`src/rtl/fifo_pkg.sv`:
```
// Shared definitions for the flexible synchronous FIFO family.
// Read-mode encodings and the count-port width helper.
package fifo_pkg;

  localparam int FIFO_MODE_STD  = 0;
  localparam int FIFO_MODE_FWFT = 1;

  // Occupancy ranges over 0..depth inclusive, so one extra code is needed.
  function automatic int cnt_width(input int depth);
    return $clog2(depth + 1);
  endfunction

endpackage

```
`src/rtl/sync_fifo_ram.sv`:
```
// Simple dual-port storage: one synchronous write port, one asynchronous read port.
// Contents are deliberately not reset; the FIFO control never exposes stale entries.
module sync_fifo_ram #(
  parameter int DATA_WIDTH = 8,
  parameter int DEPTH      = 10,
  parameter int ADDR_WIDTH = $clog2(DEPTH)
) (
  input  logic                  clk,
  input  logic                  we,
  input  logic [ADDR_WIDTH-1:0] waddr,
  input  logic [DATA_WIDTH-1:0] wdata,
  input  logic [ADDR_WIDTH-1:0] raddr,
  output logic [DATA_WIDTH-1:0] rdata
);

  logic [DATA_WIDTH-1:0] mem [DEPTH];

  always_ff @(posedge clk) begin
    if (we) mem[waddr] <= wdata;
  end

  assign rdata = mem[raddr];

endmodule

```
`src/rtl/sync_fifo_flex.sv`:
```
// Single-clock FIFO of arbitrary depth with STD/FWFT read modes, programmable
// almost-full/almost-empty flags, occupancy, high-water mark and sticky errors.
module sync_fifo_flex
  import fifo_pkg::*;
#(
  parameter int DATA_WIDTH = 8,
  parameter int DEPTH      = 10,
  parameter int FWFT       = FIFO_MODE_STD,
  parameter int CNT_WIDTH  = cnt_width(DEPTH)
) (
  input  logic                  clk,
  input  logic                  rst,
  input  logic [DATA_WIDTH-1:0] wr_data,
  input  logic                  wr_en,
  output logic                  full,
  output logic                  prog_full,
  input  logic [CNT_WIDTH-1:0]  prog_full_thresh,
  input  logic                  rd_en,
  output logic [DATA_WIDTH-1:0] rd_data,
  output logic                  rd_valid,
  output logic                  empty,
  output logic                  prog_empty,
  input  logic [CNT_WIDTH-1:0]  prog_empty_thresh,
  output logic [CNT_WIDTH-1:0]  count,
  output logic [CNT_WIDTH-1:0]  max_count,
  output logic                  overflow,
  output logic                  underflow,
  output logic [1:0]            err_sticky,
  input  logic                  err_clr
);

  localparam int                   PTR_W    = $clog2(DEPTH);
  localparam logic [PTR_W-1:0]     LAST_PTR = PTR_W'(DEPTH - 1);
  localparam logic [CNT_WIDTH-1:0] FULL_CNT = CNT_WIDTH'(DEPTH);

  logic [PTR_W-1:0]      wr_ptr, rd_ptr;
  logic [CNT_WIDTH-1:0]  count_r, max_r;
  logic                  ovf_r, unf_r;
  logic [1:0]            sticky_r;
  logic [DATA_WIDTH-1:0] ram_rdata;
  logic                  wr_ok, rd_ok, wr_rej, rd_rej;

  // Explicit wrap so non-power-of-two depths use every entry.
  function automatic logic [PTR_W-1:0] next_ptr(input logic [PTR_W-1:0] p);
    return (p == LAST_PTR) ? '0 : p + 1'b1;
  endfunction

  assign full       = (count_r == FULL_CNT);
  assign empty      = (count_r == '0);
  assign prog_full  = (count_r >= prog_full_thresh);
  assign prog_empty = (count_r <= prog_empty_thresh);

  assign wr_ok  = wr_en && !full;
  assign rd_ok  = rd_en && !empty;
  assign wr_rej = wr_en && full;
  assign rd_rej = rd_en && empty;

  sync_fifo_ram #(
    .DATA_WIDTH (DATA_WIDTH),
    .DEPTH      (DEPTH),
    .ADDR_WIDTH (PTR_W)
  ) u_ram (
    .clk   (clk),
    .we    (wr_ok),
    .waddr (wr_ptr),
    .wdata (wr_data),
    .raddr (rd_ptr),
    .rdata (ram_rdata)
  );

  always_ff @(posedge clk) begin
    if (rst) begin
      wr_ptr  <= '0;
      rd_ptr  <= '0;
      count_r <= '0;
    end else begin
      if (wr_ok) wr_ptr <= next_ptr(wr_ptr);
      if (rd_ok) rd_ptr <= next_ptr(rd_ptr);
      case ({wr_ok, rd_ok})
        2'b10:   count_r <= count_r + 1'b1;
        2'b01:   count_r <= count_r - 1'b1;
        default: count_r <= count_r;
      endcase
    end
  end

  // Error pulses, sticky flags (set beats clear) and high-water mark.
  always_ff @(posedge clk) begin
    if (rst) begin
      ovf_r    <= 1'b0;
      unf_r    <= 1'b0;
      sticky_r <= '0;
      max_r    <= '0;
    end else begin
      ovf_r    <= wr_rej;
      unf_r    <= rd_rej;
      sticky_r <= (err_clr ? 2'b00 : sticky_r) | {rd_rej, wr_rej};
      if (err_clr)              max_r <= count_r;
      else if (count_r > max_r) max_r <= count_r;
    end
  end

  assign count      = count_r;
  assign max_count  = max_r;
  assign overflow   = ovf_r;
  assign underflow  = unf_r;
  assign err_sticky = sticky_r;

  generate
    if (FWFT == FIFO_MODE_FWFT) begin : g_fwft
      assign rd_data  = ram_rdata;
      assign rd_valid = !empty;
    end else begin : g_std
      logic [DATA_WIDTH-1:0] rd_data_p1;
      logic                  vld_p1;

      // Stage p1: registered read word and its one-cycle valid strobe.
      always_ff @(posedge clk) begin
        if (rst) begin
          rd_data_p1 <= '0;
          vld_p1     <= 1'b0;
        end else begin
          vld_p1 <= rd_ok;
          if (rd_ok) rd_data_p1 <= ram_rdata;
        end
      end

      assign rd_data  = rd_data_p1;
      assign rd_valid = vld_p1;
    end
  endgenerate

endmodule

```
`config.mk`:
```
export PLATFORM = sky130hd
export DESIGN_NAME = sync_fifo_flex
export DESIGN_NICKNAME = d
export VERILOG_FILES = /design/src/rtl/fifo_pkg.sv /design/src/rtl/sync_fifo_ram.sv /design/src/rtl/sync_fifo_flex.sv
export SDC_FILE = /design/constraint.sdc
export NUM_CORES = 1
export LEC_CHECK = 0
export BUFFER_PORTS_ARGS = -buffer_cell sky130_fd_sc_hd__buf_2
export CAP_MARGIN = 10
export CORE_UTILIZATION = 48
export CTS_CLUSTER_SIZE = 40
export DETAILED_ROUTE_END_ITERATION = 10
export PLACE_DENSITY = 0.67
export SLEW_MARGIN = 25
export SYNTH_ARGS = -nofsm -noshare
export SYNTH_HDL_FRONTEND = slang
export SYNTH_SLANG_ARGS = --single-unit
```
`constraint.sdc`:
```
create_clock -name clk -period 3.2 [get_ports clk]
set_input_delay 0.64 -clock clk [delete_from_list [all_inputs] [get_ports clk]]
set_output_delay 0.64 -clock clk [all_outputs]
set_load 0.05 [all_outputs]
```
After elaboration in Yosys (flattened, before gate mapping)
Memory sizes are Yosys's and may differ from the RTL's. A register that Yosys moved wholly into a read port is not among the register bits.
Cells that the tools add are included.
{ "op_classes": {"n_addsub": 4, "order_cmp": 3, "eq_ne": 5, "muxes": 8, "bitwise": 1, "reduce_logical": 9} }
{ "ops": {"columns": ["op", "n"], "rows": [
  ["two-way mux 4 bit", 4],
  ["adder 4 x 1 -> 4 bit (second input constant)", 3],
  ["equality test 4 bit (second input constant)", 3],
  ["case mux 4 bit (2 select lines)", 1],
  [">= comparator 4 bit", 1],
  ["greater-than comparator 4 bit", 1],
  ["less-or-equal comparator 4 bit", 1],
  ["logical AND 1 bit", 4],
  ["zero test 4 bit", 1],
  ["nonzero test 2 bit", 2],
  ["subtractor 4 x 1 -> 4 bit (second input constant)", 1],
  ["equality test 2 x 1 -> 1 bit (second input constant)", 1],
  ["equality test 2 bit (second input constant)", 1],
  ["zero test 1 bit", 2],
  ["two-way mux 1 bit", 2],
  ["two-way mux 2 bit", 1],
  ["OR 2 bit", 1]
]} }
{ "totals": {"reg_bits": 21, "mem_bits_rw": 80, "inputBits": 21, "output_inout_bits": 25, "wordCells": 39, "mem_count": 1} }
{ "memory_table": {"columns": ["name", "words", "width", "read_ports", "rd_ports_with_merged_regs", "write_ports", "line", "rtl"], "rows": [
  ["u_ram.mem", 10, 8, 1, 1, 1, "sync_fifo_ram.sv:16", "logic [DATA_WIDTH-1:0] mem [DEPTH];"]
]} }

Logic depth before layout (Yosys ltp)
Gate-level depths: netlist (run 1).
{ "depth": {"ltp_word": 5, "mapped_depth": 11, "ltp_nobuf": 9} }

By module
Synthesis (run 1) repeated with hierarchy kept, for this count alone.
{ "unflattened": {"hier_cells": 360, "area_unflattened_um2": 4798.4} }
{ "by_module_without_submodules": {"columns": ["module", "instances", "cells_per_inst", "area_per_inst_um2", "seq_area_each_um2"], "rows": [
  ["sync_fifo_ram", 1, 181, 3241.9, 2402.3],
  ["sync_fifo_flex", 1, 179, 1556.5, 580.6]
]} }

Worst setup path before layout (run 1)
No wires, ideal clock.
{ "synth_timing": {"path_type": "flip-flop to output port", "from": "register count_r[1], in the netlist count[1]", "to": "output port prog_empty", "t_arrival_ps": 2526, "t_required_ps": 2560, "slack_ps": 34, "path_stages_with_launch": 6, "path_buffers": 0, "path_cell_list": "dfxtp_1 ha_1 nor2b_1 o21a_1 o21a_1 o21ai_0"} }
{ "synth_via": {"elab_chain_len": 1} }
{ "synth_lines": {"columns": ["element", "line", "rtl"], "rows": [
  ["start, declared", "sync_fifo_flex.sv:37", "logic [CNT_WIDTH-1:0] count_r, max_r;"],
  ["start signal, assigned", "sync_fifo_flex.sv:80", "2'b10: count_r <= count_r + 1'b1;"],
  ["start signal, assigned", "sync_fifo_flex.sv:81", "2'b01: count_r <= count_r - 1'b1;"],
  ["start signal, assigned", "sync_fifo_flex.sv:82", "default: count_r <= count_r;"],
  ["less-or-equal comparator 4 bit", "sync_fifo_flex.sv:51", "assign prog_empty = (count_r <= prog_empty_thresh);"],
  ["end, declared", "sync_fifo_flex.sv:22", "output logic prog_empty,"]
]} }
No other way between the ends.

Worst setup path after layout (run 1)
{ "layout_timing": {"from": "register count_r[0], in the netlist count[0]", "to": "output port prog_full"} }
{ "layout_via": {"elab_chain_len": 1} }
{ "layout_lines": {"columns": ["element", "line", "rtl"], "rows": [
  [">= comparator 4 bit", "sync_fifo_flex.sv:50", "assign prog_full = (count_r >= prog_full_thresh);"],
  ["end, declared", "sync_fifo_flex.sv:16", "output logic prog_full,"]
]} }
No other way between the ends.

==> run metrics, run 1 <==
WP data arrival 2.21 ns; cts repair resizes 0; Final GP Congestion 0.716; initial core utilization between 50% and 60%; synthesis-stage register bit count about 110; commonest non-fill, non-tap cell in the layout edfxtp_1; placed insts 491; core area roughly 9400 sq um; Max VDD drop about 290 uV; vias 2706; Placed Area ~5100 sq um; synth top area cells edfxtp_1 51%, dfxtp_1 12%, mux4_2 4.3%; Yosys top cell area share 51.0%; remaining global-route overflow 0; max_cap viols 0; Max Clock Freq 350 MHz; routed vias/inst 5.34; IO Count 46; number of core rows 35; CP required 2.56 ns; IO buf count 45; Layout area overhead 12.1%; WS Path Type flop to output port; worst relative slew slack 51.6%; clk buf depth 2; crit-path max FO 10; die width 101 um; drt total wl 8460 um; H-tree Lvls 3; Die H 101 um; unrepaired setup endpoints after global routing false; Final Hold Vio Count 0; clock slew at reported path FFs 0.10 ns; GRT Total Usage a little under a fifth; TritonCTS buffer count 9; status finished clean; skew final 0.0119 ns; global-route wire length before repair 13500 um; Final Max Tran Viols 0; DRT Pass-1 Iters 4; synthesized instance count 325; Leak Pwr 1.99 nW; syn avg cell area approximately 14 sq um; setup ws final 0.346 ns; hold path depth 2; Fill cells 785; Synth area leader edfxtp_1; commonest cells after routing, fill and taps aside 80 x edfxtp_1, 45 x buf_2, 29 x dfxtp_1, 23 x a21oi_1, 15 x ha_1; worst reg2reg path depth 10; post-CTS setup repair buffer count 0; CTS tree yes; n_diodes 0; vias in the first global route around 2600; # hold bufs at CTS 0; Seq/Total Area, Yosys 63.3%; share of cells above drive strength 1 24.6%; clk sinks 109; WL/cell 16.7 um; Clk Latency, worst-skew pair 0.36 ns; min-delay worst type flop to flop; Async SR Flop Fraction 0%; power density cells 691 nW/um^2; Setup crit start kind flop; DRT iter0 DRCs 108; Syn Nets 361; Final HPWL DP between 5000 and 6000 um; Worst Tran Pin Value 0.724 ns; ys flop type edfxtp_1; hold_ws 0.451 ns; largest net degree at the start of global routing 33; Post-synth EDFFs 80; final setup vio count 0; setup tns final 0 ns; Final Critical Period 2.85 ns; synth warn 0; # DRC 0; fin nets 409; CTS Root Buffer Type clkbuf_8; Synth Cell Area 4710 sq um; die footprint 10200 sq um; DP Worst Slack 0.639 ns; cell area after layout 5280 sq um; non-filler instance count after layout 507; ANT nets after route 0; initial antenna violation count 0; Unique masters post-synth 43; Crit. End Element output port; period utilisation layout 89.2%
sequential cells by signal, summed over array words and instances, names as in the netlist:
name        cells
wr_ptr          4
u_ram.mem      80
rd_data         8
rd_ptr          4
max_count       4
count           4
err_sticky      2
rd_valid        1
underflow       1
overflow        1
cell families after synthesis:
| family | share of synthesized area (%) |
|---|---|
| buffers and inverters | 3.53 |
| adders and majority gates | 3.98 |
| muxes | 13.1 |
| xor gates and xnor gates | 1.30 |
| AOI/OAI and AO/OA | 6.43 |
| and+or+nand+nor | 8.34 |
| DFF | 63.3 |
power by group:
group | leakage, nW | internal (W) | switching [W]
registers | 0.961 | 0.00162 | 0.0000806
logic | 0.933 | 0.000413 | 0.000740
clock network | 0.0982 | 0.000343 | 0.000457
total | 1.99 | 0.00237 | 0.00128
per-layer routing:
layer  part of all wire, %  up-vias  GRT usage, %  wire length [um]
met3                   3.4        6          3.74               290
met1                    48     1329          25.9              4050
met5                     0        -             0                 0
li1                      -     1316             -                 -
met2                    48       55          28.0              4020
met4                   1.0        0          6.02                87
final timing paths:
check,from,end,slack (ns)
worst max-delay path,count[0],prog_full,0.35
worst min-delay path,rd_data[6],rd_data[6],0.45
worst max register to register,count[0],count[2],0.64
worst min register to register,rd_data[6],rd_data[6],0.45
Yosys cell counts (2+ instances only):
| cell type | n |
|---|---|
| inv_1 | 13 |
| nand2b_1 | 11 |
| nand3_1 | 4 |
| and3b_1 | 2 |
| nand4_1 | 5 |
| nor4_1 | 4 |
| ha_1 | 15 |
| o21a_1 | 2 |
| a21oi_1 | 23 |
| nor2_1 | 10 |
| buf_2 | 6 |
| o21ai_0 | 3 |
| o21ai_1 | 10 |
| nand2_1 | 14 |
| dfxtp_1 | 29 |
| a21o_1 | 5 |
| nor2b_1 | 7 |
| clkbuf_1 | 13 |
| mux2_2 | 8 |
| mux4_1 | 7 |
| edfxtp_1 | 80 |
| nor3_1 | 4 |
| or3_1 | 3 |
| xor2_1 | 6 |
| mux4_2 | 9 |
| nor3b_1 | 2 |
| mux2i_1 | 14 |
worst max-delay path: stages, from the launching register on:
cell	delay, ns
dfxtp_1	0.57
inv_1	0.16
ha_1	0.29
nand2b_1	0.13
a21o_1	0.17
a21o_1	0.17
a21o_1	0.16
buf_2	0.20
cell type report:
class                      instances  area, sq um  area share [%]
clock buffer                      12          156            2.96
clock inverter                     4         37.5           0.711
inverter                          14         52.6           0.995
timing repair buffer              59          330            6.25
sequential                       109         2980            56.5
multi-input combinational        180         1560            29.6
tap                              129          161            3.06
per-stage QoR:
| stage | util, % | total power [W] |
|---|---|---|
| floorplan | - | 0.00264 |
| global placement | 54.3 | 0.00286 |
| detailed placement | 54.3 | 0.00289 |
| CTS | 56.4 | 0.00368 |
| global route | 56.4 | 0.00385 |
| finish | 56.4 | 0.00365 |
Note: power is estimated with default switching activity, not from simulation.
==> run 2: changes to the inputs <==
--- a/config.mk
+++ b/config.mk
@@ -10,7 +10,7 @@
 export CORE_UTILIZATION = 48
 export CTS_CLUSTER_SIZE = 40
 export DETAILED_ROUTE_END_ITERATION = 10
-export PLACE_DENSITY = 0.67
+export PLACE_DENSITY_LB_ADDON = 0.25
 export SLEW_MARGIN = 25
 export SYNTH_ARGS = -nofsm -noshare
 export SYNTH_HDL_FRONTEND = slang
==> run 2 against run 1 <==
Clock-buffer cell count decreased by 3. Final cell count fell by 0.20%. Worst hold slack gained 0.0023 ns. Register-to-register slack worse by 0.06 ns. First-iteration DRC count up 47%. Die area is the same. Non-clock buffer count down 1. Critical path type unchanged.
==> run metrics, run 2 (synthesized netlist as in run 1, its figures left out) <==
remaining global-route overflow 0 (unchanged); Largest register FFs 80 (unchanged); WP data arrival 2.27 ns (+0.06 ns); Multi-input gate area 1560 sq um (unchanged); period utilisation layout 90.8% (+1.7 points); cts repair resizes 0 (unchanged); Crit-path slowest cell dfxtp_1; die width 101 um (unchanged); DP Worst Slack 0.640 ns (+0.000687 ns); crit-path max FO 14 (+4); r2r startpoint count[1]; DRT iter0 DRCs 159 (+47%); WS Path Type flop to output port; vias in the first global route 2519 (-3.2%); GRT Total Usage 17.9% (-0.32 points); CP endpoint prog_empty; worst relative slew slack 48.3% (-3.3 points); initial antenna violation count 0 (unchanged); setup tns final 0 ns (unchanged); IO Count 46 (unchanged); vias 2667 (-1.4%); # DRC 0 (unchanged); commonest cells after routing, fill and taps aside 80 x edfxtp_1, 45 x buf_2, 29 x dfxtp_1, 23 x a21oi_1, 15 x ha_1; clk sinks 109 (unchanged); CP required 2.56 ns (about the same); skew final 0.0200 ns (+0.00808 ns); slowest stage delay, CP 0.68 ns (+0.11 ns); Reg with most FFs u_ram.mem; status finished clean; TritonCTS buffer count 9 (unchanged); setup ws final 0.293 ns (-0.0530 ns); routed vias/inst 5.27 (-1.2%); Layout area overhead 11.9%; critical path startpoint count[1]; Final Hold Vio Count 0 (unchanged); overall power 0.00363 W (-0.47%); die footprint 10200 sq um (unchanged); share of cells above drive strength 1 24.7% (+0.065 points); hold_ws 0.453 ns (+0.00227 ns); IO buf count 45 (unchanged); global-route wire length before repair 13200 um (-1.7%); Die H 101 um (unchanged); WL/cell 16.3 um (-2.0%); largest net degree at the start of global routing 33 (unchanged); Clk Latency, worst-skew pair 0.38 ns (+0.02 ns); Sequential Area 2980 sq um (unchanged); # hold bufs at CTS 0 (unchanged); number of core rows 35 (unchanged); core area 9370 sq um (unchanged); power density cells 689 nW/um^2 (-0.26%); Worst Min Path Start rd_data[5]; unrepaired setup endpoints after global routing false; fin nets 408 (-0.24%); max_cap viols 0 (unchanged); min-delay worst type flop to flop; final setup vio count 0 (unchanged); CP most frequent cell o21a_1; drt total wl 8270 um (-2.2%); worst reg2reg path depth 10 (unchanged); Fill cells 772 (-1.7%); Leak Pwr 1.99 nW (-0.33%); Final GP Congestion 0.744 (+3.9%); critical-path cell list ha_1 -> nor2b_1 -> o21a_1 -> o21a_1 -> o21ai_0 -> buf_2; CTS tree yes; R2R Path End count[2]; initial core utilization 50.3% (unchanged); Final Critical Period 2.91 ns (+0.0530 ns); Max VDD drop 266 uV (-9.6%); Worst Tran Pin Value 0.774 ns (+0.0496 ns); Crit. End Element output port; ANT nets after route 0 (unchanged); Final HPWL DP 5440 um (-0.78%); clock slew at reported path FFs 0.10 ns (about the same); clk buf depth 2 (unchanged); Max Clock Freq 344 MHz (-1.8%); DRT Pass-1 Iters 5 (+1); fin util 56.2% (-0.12 points); Final Max Tran Viols 0 (unchanged); n_diodes 0 (unchanged); H-tree Lvls 3 (unchanged); CTS Root Buffer Type clkbuf_8; Setup crit start kind flop; post-CTS setup repair buffer count 0 (unchanged); commonest non-fill, non-tap cell in the layout edfxtp_1; slack of the worst reg-to-reg path 0.58 ns (-0.06 ns)
==> run 2: cell types whose count changed in the layout (fill, tap and decap cells not counted) <==
| cell | previous run | this run |
|---|---|---|
| clkbuf_16 | 1 | 0 |
| clkbuf_1 | 2 | 0 |
| clkinv_4 | 2 | 1 |
| buf_4 | 14 | 13 |
| clkinv_1 | 0 | 1 |
| clkinv_8 | 0 | 1 |
| inv_6 | 1 | 3 |
==> run 2: layout make-up <==
class / instances / share of cell area, %
well taps: 129 / 3.06
repair buffers: 58 / 6.12
clock buffers: 9 / 2.35
multi-input cells: 180 / 29.6
inverters: 14 / 0.997
flip-flops and latches: 109 / 56.6
clock inverters: 7 / 1.26
==> run 2: worst min-delay path by stage <==
stage | to | slack, ns | depth (start not counted)
after floorplan | wr_ptr[1] | 0.56 | 3
after global placement | err_sticky[1] | 0.43 | 1
after detailed placement | err_sticky[0] | 0.44 | 1
after CTS | rd_data[0] | 0.46 | 2
after global routing | rd_data[6] | 0.47 | 2
final | rd_data[5] | 0.45 | 2
==> run 2: where the power goes <==
| part | switching, W | internal [W] |
|---|---|---|
| Combinational | 0.000722 | 0.000410 |
| Clock | 0.000492 | 0.000303 |
| Sequential | 0.0000906 | 0.00162 |
==> run 2: stage by stage <==
step	area, sq um	instances
finish	5270	506
global route	5270	506
CTS	5270	506
detailed placement	5080	490
global placement	5080	490
floorplan	4710	325
==> run 2: layer usage <==
metal  wire, um  track usage, %  up-vias  share of wire, %
li1           -               -     1317                 -
met1       3770            24.3     1274                46
met2       3950            28.1       62                48
met3        392            4.58       14               4.7
met4        167            5.91        0               2.0
met5          0               0        -                 0
==> run 2: critical path, delay by kind of cell (launching register included) <==
kind / cells / cell delay [ns]
flops: 1 / 0.68
compound gates: 3 / 0.47
fa+ha+maj: 1 / 0.34
buf+inv: 1 / 0.29
simple gates: 1 / 0.13
